[src/rtl/serializer_pkg.sv]
// rtl/serializer_pkg.sv - shared types and defaults for the byte serializer
// Contents:
//   ser_state_t       serializer FSM state (IDLE, SHIFT)
//   DEFAULT_WIDTH     default word width in bits
//   DEFAULT_IDLE_BIT  default level driven on j between words
package serializer_pkg;

   typedef enum logic {IDLE, SHIFT} ser_state_t;

   localparam int   DEFAULT_WIDTH    = 8;
   localparam logic DEFAULT_IDLE_BIT = 1'b0;

endpackage

[src/rtl/word_hold_buffer.sv]
// rtl/word_hold_buffer.sv - one-entry word register with full flag and ready generation
// Ports:
//   Clock      in   rising-edge clock
//   Reset      in   asynchronous, active-high reset
//   din        in   parallel word offered by the upstream source
//   din_valid  in   din is valid
//   din_ready  out  register empty; word taken on an edge with din_valid && din_ready
//   consume    in   serializer takes the held word this edge
//   hold       out  held word
//   hold_full  out  hold contains a word not yet taken by the serializer
module word_hold_buffer
   import serializer_pkg::*;
#(
   parameter int WIDTH = DEFAULT_WIDTH
) (
   input  logic             Clock,
   input  logic             Reset,
   input  logic [WIDTH-1:0] din,
   input  logic             din_valid,
   output logic             din_ready,
   input  logic             consume,
   output logic [WIDTH-1:0] hold,
   output logic             hold_full
);

   // Ready comes straight from the flag, so there is no path from din_valid.
   assign din_ready = !hold_full;

   // consume needs hold_full and an accept needs !hold_full, so the two
   // never meet on the same edge.
   always_ff @(posedge Clock or posedge Reset) begin
      if (Reset) begin
         hold      <= '0;
         hold_full <= 1'b0;
      end else if (consume) begin
         hold_full <= 1'b0;
      end else if (din_valid && !hold_full) begin
         hold      <= din;
         hold_full <= 1'b1;
      end
   end

endmodule

[src/rtl/byte_serializer.sv]
// rtl/byte_serializer.sv - parallel-to-serial front end feeding the 10010 detector input j
// Ports:
//   Clock       in   rising-edge clock
//   Reset       in   asynchronous, active-high reset
//   din         in   parallel word
//   din_valid   in   din is valid
//   din_ready   out  hold register empty
//   j           out  serial bit, registered
//   j_active    out  j carries a data bit this cycle
//   word_start  out  j carries the first bit of a word
//   underrun    out  one-cycle pulse: a word finished with no next word held
module byte_serializer
   import serializer_pkg::*;
#(
   parameter int   WIDTH     = DEFAULT_WIDTH,
   parameter bit   MSB_FIRST = 1'b1,
   parameter logic IDLE_BIT  = DEFAULT_IDLE_BIT
) (
   input  logic             Clock,
   input  logic             Reset,
   input  logic [WIDTH-1:0] din,
   input  logic             din_valid,
   output logic             din_ready,
   output logic             j,
   output logic             j_active,
   output logic             word_start,
   output logic             underrun
);

   localparam int CW = $clog2(WIDTH + 1);

   ser_state_t       state, state_nxt;
   logic [CW-1:0]    cnt, cnt_nxt;
   logic [WIDTH-1:0] shreg, shreg_nxt;
   logic             j_nxt, j_active_nxt, word_start_nxt, underrun_nxt;
   logic             load;
   logic [WIDTH-1:0] hold;
   logic             hold_full;

   // The bit leaving on j is removed from the word, so the next bit to send
   // always sits at the output end of the shift register.
   function automatic logic [WIDTH-1:0] advance(input logic [WIDTH-1:0] v);
      if (MSB_FIRST)
         return {v[WIDTH-2:0], 1'b0};
      else
         return {1'b0, v[WIDTH-1:1]};
   endfunction

   function automatic logic out_bit(input logic [WIDTH-1:0] v);
      if (MSB_FIRST)
         return v[WIDTH-1];
      else
         return v[0];
   endfunction

   word_hold_buffer #(
      .WIDTH(WIDTH)
   ) u_hold (
      .Clock     (Clock),
      .Reset     (Reset),
      .din       (din),
      .din_valid (din_valid),
      .din_ready (din_ready),
      .consume   (load),
      .hold      (hold),
      .hold_full (hold_full)
   );

   always_ff @(posedge Clock or posedge Reset) begin
      if (Reset) begin
         state      <= IDLE;
         cnt        <= '0;
         shreg      <= '0;
         j          <= IDLE_BIT;
         j_active   <= 1'b0;
         word_start <= 1'b0;
         underrun   <= 1'b0;
      end else begin
         state      <= state_nxt;
         cnt        <= cnt_nxt;
         shreg      <= shreg_nxt;
         j          <= j_nxt;
         j_active   <= j_active_nxt;
         word_start <= word_start_nxt;
         underrun   <= underrun_nxt;
      end
   end

   always_comb begin
      state_nxt      = state;
      cnt_nxt        = cnt;
      shreg_nxt      = shreg;
      j_nxt          = IDLE_BIT;
      j_active_nxt   = 1'b0;
      word_start_nxt = 1'b0;
      underrun_nxt   = 1'b0;
      load           = 1'b0;

      case (state)
         IDLE: begin
            cnt_nxt = '0;
            if (hold_full)
               load = 1'b1;
         end
         SHIFT: begin
            if (cnt != CW'(WIDTH)) begin
               j_nxt        = out_bit(shreg);
               j_active_nxt = 1'b1;
               shreg_nxt    = advance(shreg);
               cnt_nxt      = cnt + CW'(1);
            end else if (hold_full) begin
               // Next word goes out on the edge right after the last bit.
               load = 1'b1;
            end else begin
               underrun_nxt = 1'b1;
               cnt_nxt      = '0;
               state_nxt    = IDLE;
            end
         end
         default: begin
            cnt_nxt   = '0;
            state_nxt = IDLE;
         end
      endcase

      // First bit leaves directly from the hold register; the remainder
      // is parked in the shifter already advanced by one position.
      if (load) begin
         j_nxt          = out_bit(hold);
         j_active_nxt   = 1'b1;
         word_start_nxt = 1'b1;
         shreg_nxt      = advance(hold);
         cnt_nxt        = CW'(1);
         state_nxt      = SHIFT;
      end
   end

endmodule

[config.mk]
export PLATFORM = sky130hd
export DESIGN_NAME = byte_serializer
export DESIGN_NICKNAME = d
export VERILOG_FILES = /design/src/rtl/serializer_pkg.sv /design/src/rtl/word_hold_buffer.sv /design/src/rtl/byte_serializer.sv
export SDC_FILE = /design/constraint.sdc
export NUM_CORES = 1
export LEC_CHECK = 0
export BUFFER_PORTS_ARGS = -buffer_cell sky130_fd_sc_hd__buf_2
export CORE_MARGIN = 10
export CORE_UTILIZATION = 55
export CTS_CLUSTER_SIZE = 25
export DETAILED_ROUTE_END_ITERATION = 12
export PLACE_DENSITY_LB_ADDON = 0.05
export RECOVER_POWER = 50
export SYNTH_ARGS = -nofsm -noshare
export SYNTH_HDL_FRONTEND = slang
export SYNTH_SLANG_ARGS = --single-unit
[constraint.sdc]
create_clock -name Clock -period 2.7 [get_ports Clock]
set_input_delay 0 -clock Clock [delete_from_list [all_inputs] [get_ports Clock]]
set_output_delay 0 -clock Clock [all_outputs]
set_load 0.05 [all_outputs]
==> metrics.cfg, run 1 <==
[global_routing]
antenna_found_initial = 0
grt_pass1_wl_mm = 3.20
grt_max_degree = 26
grt_usage_pct = 9.57
grt_overflow_total = 0
grt_pass1_vias = 745

[timing]
clock_skew_ns = 0.00608
maxSlewHeadroom_pct = 40.8
hold_viol_final = 0
min_period_ns = 1.84
tns_ns = 0
final-setup-viol-count = 0
fin_crit_sh_pct = 68.3
hold_ws_ns = 0.267
tightest_slew_ns = 0.887
rsz0062_at_grt = false
slew_viol_final = 0
max_freq_ghz = 0.543

[routing]
first_pass_iters = 3
wl_per_cell_um = 14.2
drc = 0
wl_mm = 1.88
dr.first_iter.drc_count = 3
routed_via_density = 5.28
ant_nets = 0
dr_total_vias = 697

[logic_synthesis]
yosysTopAreaCell = dfrtp_1
ys_top_cells_by_count = dfrtp_1, nand3_1, mux2_2, o21ai_2, mux2i_1
synth_edf_count = 0
async_reset_ff_share_pct = 100
ys_seq_elements = 25
yosysTopAreaCellShare_pct = 57.9
synthFlopType = dfrtp_1
avgSynthCellArea_um2 = 12.9
synth_area_leaders = dfrtp_1, mux2_2, mux2i_1
seq_area_frac_synth_pct = 57.9
syn_area_um2 = 1080
syn-num-nets = 97
syn_inst = 84
synth_most_common_cell = dfrtp_1
ys_types = 19
ys_warn_count = 0

[die]
die_w_um = 64.3
start_util_pct = 59.9
io_pins = 16
dieArea_um2 = 4140
fp-row-count = 15
core_um2 = 1800
die_height_um = 64.3

[cells_and_area]
fin_nets = 121
syn_to_final_growth_pct = 17.3
utilization_pct = 70.3
drive_gt1_share_pct = 29.9
instances_no_fill = 132
antenna_cells = 0

[cts]
cts_buffers = 3
insertion_delay_ns = 0.31
cts_buffer_depth = 2
cts.sinks = 25
htreeDepth = 1
postCtsSetupBuffers = 0
path_clk_slew_ns = 0.13
cts_root_buf = clkbuf_4
cts_tree = built

[worst_setup_path]
r2r_end = u_hold.hold[6]
critical_path_required_ns = 2.90
path_max_fanout = 12
worstSetupPathType = register to register
crit_arrival_ns = 2.05
reg2reg_from = u_hold.hold_full
setup.worst_path.start_class = register
r2r_cells = 2
critPathCaptureType = register
reg2reg_slack_ns = 0.86

[power_and_ir_drop]
leakagePower_nw = 0.634
total_power_mw = 1.31
power_density_nw_per_um2 = 1040
ir_drop_v = 0.000512

[status]
status = completed

[hold_path]
holdPathEnd = u_hold.hold_full
hold_class = input port to register
min_from = din_valid
min_path_cells = 3

[placement]
dpl.cell_count = 119
placement.io_buffers = 15
place_congestion = 0.753
dp_hpwl_mm = 1.27

[job]
maxCapViolations = 0

## final cells by class
type,count,area (um2)
fillers,145,536
well taps,25,31.3
clock buffers,4,26.3
repair buffers,24,160
inverters,4,15.0
multi-input cells,50,408
flip-flops and latches,25,626
## kinds of logic after synthesis
logic type | after synthesis | share of synthesized area [%]
AND/OR/NAND/NOR | 21 | 10.9
multiplexers | 15 | 14.8
adder cells (fa/ha/maj) | 2 | 2.32
buffers and inverters | 9 | 4.29
flip-flops | 25 | 57.9
AO/OA/AOI/OAI | 10 | 8.11
XOR/XNOR | 2 | 1.62
## layout by cell type, fill, tap and decap left out
cell type,instances
inv_1,4
dfrtp_1,25
mux2_2,8
nor3b_1,1
nand2_1,4
ha_1,2
clkbuf_4,3
dlygate4sd3_1,9
xor2_1,1
nand3b_4,1
nor2b_1,1
o21ai_2,8
nor2_1,4
and2_4,1
nand3_1,9
o211a_1,1
a21o_1,1
mux2i_1,7
xnor2_1,1
buf_2,11
clkbuf_1,5
## where the power goes
| group | switching [mW] | total [mW] | leakage (nW) | internal (mW) |
|---|---|---|---|---|
| combinational | 0.275 | 0.510 | 0.313 | 0.235 |
| sequential | 0.118 | 0.642 | 0.306 | 0.523 |
| clock | 0.103 | 0.161 | 0.0150 | 0.0578 |
## how the worst max path moves through the flow
| stage | startpoint | endpoint | cells past startpoint | slack (ns) |
|---|---|---|---|---|
| 3_5_place_dp | u_hold.hold_full | u_hold.hold[0] | 2 | 0.86 |
| 2_1_floorplan | cnt[0] | shreg[2] | 6 | 1.51 |
| 6_report | u_hold.hold_full | u_hold.hold[6] | 2 | 0.86 |
| 5_1_grt | u_hold.hold_full | u_hold.hold[6] | 2 | 0.74 |
| 3_3_place_gp | u_hold.hold_full | u_hold.hold[4] | 2 | 0.95 |
| 4_1_cts | u_hold.hold_full | u_hold.hold[0] | 2 | 0.84 |
## metrics by stage
stage	setup slack (ns)	area, um2
after floorplan	1.51	1080
after global placement	0.954	1150
after detailed placement	0.856	1150
after CTS	0.842	1270
after global routing	0.738	1270
final	0.857	1270
## layer usage
layer  track usage [%]  routed length, um  up-vias  share of wire (%)
li1                  -                  -      329                  -
met1              10.3                806      344                 43
met2              15.4                929       18                 50
met3              4.18                101        6                5.4
met4              5.35                 37        0                2.0
met5                 0                  0        -                  0
## what timing repair did
item                                   4_1_cts  5_1_grt
endpoints found under the hold margin       33        0
gates resized for setup                      0        0
hold buffers                                 9        0
## critical path, cell delays in order, from the launching register on
cell and delay, ns:
dfrtp_1 0.59, nor2b_1 0.71, mux2_2 0.43
## state kept, by name (all words and copies together) (netlist names)
name              flops
state                 1
underrun              1
cnt                   4
j_active              1
u_hold.hold_full      1
word_start            1
shreg                 7
j                     1
u_hold.hold           8
Power figures use the tool's default switching activity.
==> inputs of run 2 (changes only) <==
Settings changed: CORE_UTILIZATION 55 to 54.
Clock period 2.7 ns to 1.9 ns, I/O delays scaled along.
==> run 2 against run 1 <==
Net effect:
- clock-buffer cell count shrank 1
- cell area up 2.0%
- core utilization is 3.1 points lower
- sequential cell count unchanged
- fmax rose by 31%
- power rose by 44%
- largest power group unchanged
- highest routed layer unchanged
- sequential power increased by 36%
==> metrics.cfg, run 2 (synthesis results as in run 1) <==
[cells_and_area]
syn_to_final_growth_pct = 19.6
top_register = u_hold.hold
largest_reg_flops = 8
final_common_cell = dfrtp_1
instances_no_fill = 137
fin_nets = 124
layout_common_cells = dfrtp_1, buf_2, nand3_1, dlygate4sd3_1
antenna_cells = 0
reg_top3 = u_hold.hold x8, shreg x7, cnt x4
utilization_pct = 67.2
drive_gt1_share_pct = 33.6

[power_and_ir_drop]
p_clk_share_pct = 12.1
leakagePower_nw = 0.656
seqPwrFrac_pct = 46.2
switching_power_uw = 708
power_density_nw_per_um2 = 1460
p_int_mw = 1.18
total_power_mw = 1.88
comb_power_share_pct = 41.7
switching_share_pct = 37.6
ir_drop_v = 0.000906

[cts]
cts_buffers = 3
insertion_delay_ns = 0.31
cts_root_buf = clkbuf_4
path_clk_slew_ns = 0.13
htreeDepth = 1
cts_tree = built
cts_buffer_depth = 2
cts.sinks = 25

[die]
core_um2 = 1920
dieArea_um2 = 4190
start_util_pct = 56.2
io_pins = 16
die_w_um = 64.7
die_height_um = 64.7
fp-row-count = 16

[global_routing]
grt_overflow_total = 0
grt_usage_pct = 9.90
antenna_found_initial = 0
grt_pass1_wl_mm = 3.35
grt_pass1_vias = 749
grt_max_degree = 26

[routing]
wl_mm = 1.78
dr.first_iter.drc_count = 6
wl_per_cell_um = 13.0
first_pass_iters = 2
routed_via_density = 4.96
drc = 0
ant_nets = 0
dr_total_vias = 680

[worst_setup_path]
setup.worst_path.start_class = register
critical_path_required_ns = 2.12
worstSetupPathType = register to register
crit_arrival_ns = 1.62
path_max_fanout = 12
critPathCaptureType = register

[placement]
dp_hpwl_mm = 1.23
dpl.cell_count = 124
place_ws_ns = 0.512
place_congestion = 0.727
placement.io_buffers = 15

[status]
status = completed

[timing]
hold_viol_final = 0
slew_viol_final = 0
fin_crit_sh_pct = 74.0
clock_skew_ns = 0.00290
max_freq_ghz = 0.711
final-setup-viol-count = 0
tightest_slew_ns = 1.26
min_period_ns = 1.41
setup_slack_ns = 0.494
tns_ns = 0
maxSlewHeadroom_pct = 16.0
rsz0062_at_grt = false

[job]
maxCapViolations = 0

[hold_path]
hold_class = input port to register

## run 2: per-stage QoR
step / hold slack, ns / cell area (um2)
after floorplan: 0.0273 / 1080
after global placement: 0.0590 / 1180
after detailed placement: 0.0628 / 1180
after CTS: 0.192 / 1300
after global routing: 0.215 / 1290
final: 0.190 / 1290
## run 2: cell type report
class | count | area [um2]
multi-input combinational | 50 | 408
clock buffer | 3 | 22.5
tap | 27 | 33.8
sequential | 25 | 626
clock inverter | 1 | 5.00
timing repair buffer | 27 | 181
inverter | 4 | 15.0
fill | 167 | 631
## run 2: routing by layer
| metal | part of all wire [%] | vias to the layer above | GRT usage, % | wire length [um] |
|---|---|---|---|---|
| met5 | 0 | - | 0 | 0 |
| met4 | 1.5 | 0 | 4.81 | 27 |
| met3 | 5.9 | 4 | 3.78 | 105 |
| met2 | 46 | 13 | 16.1 | 810 |
| met1 | 47 | 325 | 11.1 | 833 |
| li1 | - | 338 | - | - |
## run 2: power groups by stage
| stage | Clock (mW) | Sequential (mW) | Combinational [mW] |
|---|---|---|---|
| after detailed placement | 0 | 0.886 | 0.788 |
| after global placement | 0 | 0.878 | 0.770 |
| after floorplan | 0 | 0.914 | 0.607 |
| after CTS | 0.239 | 0.874 | 0.804 |
| final | 0.228 | 0.870 | 0.787 |
| after global routing | 0.263 | 0.906 | 0.877 |
## run 2: final timing paths
check                      slack, ns  cells past startpoint            from               end
setup / recovery                0.49                      5          cnt[0]  u_hold.hold_full
hold / removal                  0.19                      4       din_valid  u_hold.hold_full
setup reg to reg                0.49                      5          cnt[0]  u_hold.hold_full
hold reg to reg                 0.52                      1  u_hold.hold[1]    u_hold.hold[1]
max in group asynchronous       0.54                      4           Reset            cnt[0]
min in group asynchronous       0.63                      4           Reset    u_hold.hold[4]
## run 2: worst max-delay path: stages, from the launching register on
cell and delay (ns):
dfrtp_1 0.42, inv_1 0.09, ha_1 0.20, nand3b_4 0.16
and2_4 0.26, a21o_1 0.18
## run 2: what timing repair did
action                    CTS  global route
hold endpoints to repair   33             0
resized for setup           0             0
hold buffers                9             0
buffers inserted            0             0
==> inputs of run 3 (changes only) <==
Clock period 1.9 ns to 1.3 ns, I/O delays scaled along.
==> run 3 against run 2 <==
Net effect:
- sequential share of layout area fell by 2.9 points
- via count increased by 6.3%
- non-clock buffer count grew 6
- global-route usage up 0.11 points
- worst setup slack got worse by 0.44 ns
- clock-buffer cell count increased by 1
- die area unchanged
- highest routed layer unchanged
==> metrics.cfg, run 3 (synthesis results as in run 1) <==
[cells_and_area]
multi_input_area_um2 = 430
reg_top3 = u_hold.hold x8, shreg x7, cnt x4
nFillCells = 149
regArea_um2 = 626
drive_gt1_share_pct = 40.2
layout_common_cells = dfrtp_1, buf_2, nand3_1, dlygate4sd3_1
top_register = u_hold.hold
largest_reg_flops = 8
syn_to_final_growth_pct = 27.1
antenna_cells = 0
fin_nets = 131
final_common_cell = dfrtp_1

[worst_setup_path]
critPathCaptureType = register
crit_arrival_ns = 1.45
cpMaxStageDelayCell = dfrtp_1
critical_path_required_ns = 1.50
worstSetupPathType = register to register
path_max_fanout = 6
worst_path_largest_cell_delay_ns = 0.41
cp_top_family = flip-flops
setup.worst_path.start_class = register
crit_buf_inv = 1
cp_cell_sequence = inv_1 -> ha_4 -> nand3b_4 -> and2_4 -> a21o_1

[routing]
ant_nets = 0
dr.first_iter.drc_count = 9
wl_mm = 2.01
dr_total_vias = 723
wl_per_cell_um = 13.9
first_pass_iters = 4
routed_via_density = 5.02
drc = 0

[cts]
cts_buffer_depth = 2
path_clk_slew_ns = 0.12
htreeDepth = 1
cts_buffers = 3
cts.sinks = 25
insertion_delay_ns = 0.30
cts_root_buf = clkbuf_4
cts_tree = built

[timing]
clock_skew_ns = 0.00226
tightest_slew_ns = 0.603
hold_ws_ns = 0.263
min_period_ns = 1.25
max_freq_ghz = 0.801
hold_viol_final = 0
slew_viol_final = 0
rsz0062_at_grt = false
final-setup-viol-count = 0
tns_ns = 0
maxSlewHeadroom_pct = 59.9
fin_crit_sh_pct = 96.0

[placement]
place_congestion = 0.746
dp_hpwl_mm = 1.31
placement.io_buffers = 15

[global_routing]
grt_usage_pct = 10.0
grt_overflow_total = 0
grt_pass1_wl_mm = 3.39
antenna_found_initial = 0
grt_pass1_vias = 785
grt_max_degree = 26

[power_and_ir_drop]
power_density_nw_per_um2 = 2170
ir_drop_v = 0.00134
p_int_mw = 1.87
switching_power_mw = 1.10
comb_power_share_pct = 46.3
switching_share_pct = 37.1
p_clk_share_pct = 11.0
seqPwrFrac_pct = 42.8
leakagePower_nw = 0.682

[job]
maxCapViolations = 0

[die]
dieArea_um2 = 4190
fp-row-count = 16
die_w_um = 64.7
die_height_um = 64.7
core_um2 = 1920
io_pins = 16
start_util_pct = 56.2

[status]
status = completed

[hold_path]
hold_class = input port to register

-- run 3: final timing paths --
check	startpoint	end	slack, ns	cells past startpoint
min in group asynchronous	Reset	u_hold.hold[5]	0.38	4
min reg2reg	u_hold.hold[4]	u_hold.hold[4]	0.52	1
max	cnt[1]	u_hold.hold_full	0.05	5
max in group asynchronous	Reset	u_hold.hold[7]	0.54	4
max reg2reg	cnt[1]	u_hold.hold_full	0.05	5
min	din_valid	u_hold.hold_full	0.26	4
-- run 3: timing repair --
| item | in CTS | in global routing |
|---|---|---|
| pin swaps | 0 | 1 |
| endpoints found under the setup margin | 2 | 9 |
| buffers inserted | 1 | 3 |
| resized for setup | 2 | 5 |
| endpoints found under the hold margin | 33 | 0 |
| hold buffers | 9 | 0 |
| cloned | 0 | 1 |
-- run 3: stage by stage --
step	instance area [um2]	setup WS [ns]	util (%)	power, mW	instances
2_1_floorplan	1080	0.113	-	2.22	84
3_3_place_gp	1190	0.0694	62.2	2.42	126
3_5_place_dp	1190	0.0168	62.2	2.47	126
4_1_cts	1330	0.00993	68.9	2.85	140
5_1_grt	1370	0.00962	71.4	3.20	144
6_report	1370	0.0515	71.4	2.97	144
-- run 3: power by group through the flow --
stage,Sequential (mW),Combinational [mW],Clock (mW)
3_3_place_gp,1.28,1.15,0
2_1_floorplan,1.34,0.888,0
6_report,1.27,1.38,0.326
3_5_place_dp,1.29,1.18,0
5_1_grt,1.31,1.51,0.377
4_1_cts,1.27,1.25,0.338
-- run 3: final cells by class --
type / instances / share of cell area (%)
sequential: 25 / 45.6
tap: 27 / 2.46
clock buffer: 4 / 1.91
timing repair buffer: 33 / 17.3
multi-input combinational: 51 / 31.4
inverter: 4 / 1.37
-- run 3: tightest hold or removal path, stage by stage --
cell,delay [ns]
buf_2,0.07
nor2b_1,0.14
buf_4,0.20
a21o_1,0.12
-- run 3: layer usage --
metal | up-vias | track usage [%] | share of wire [%]
met3 | 2 | 2.92 | 4.4
met1 | 356 | 11.8 | 45
li1 | 354 | - | -
met5 | - | 0 | 0
met2 | 11 | 16.4 | 49
met4 | 0 | 4.81 | 1.0
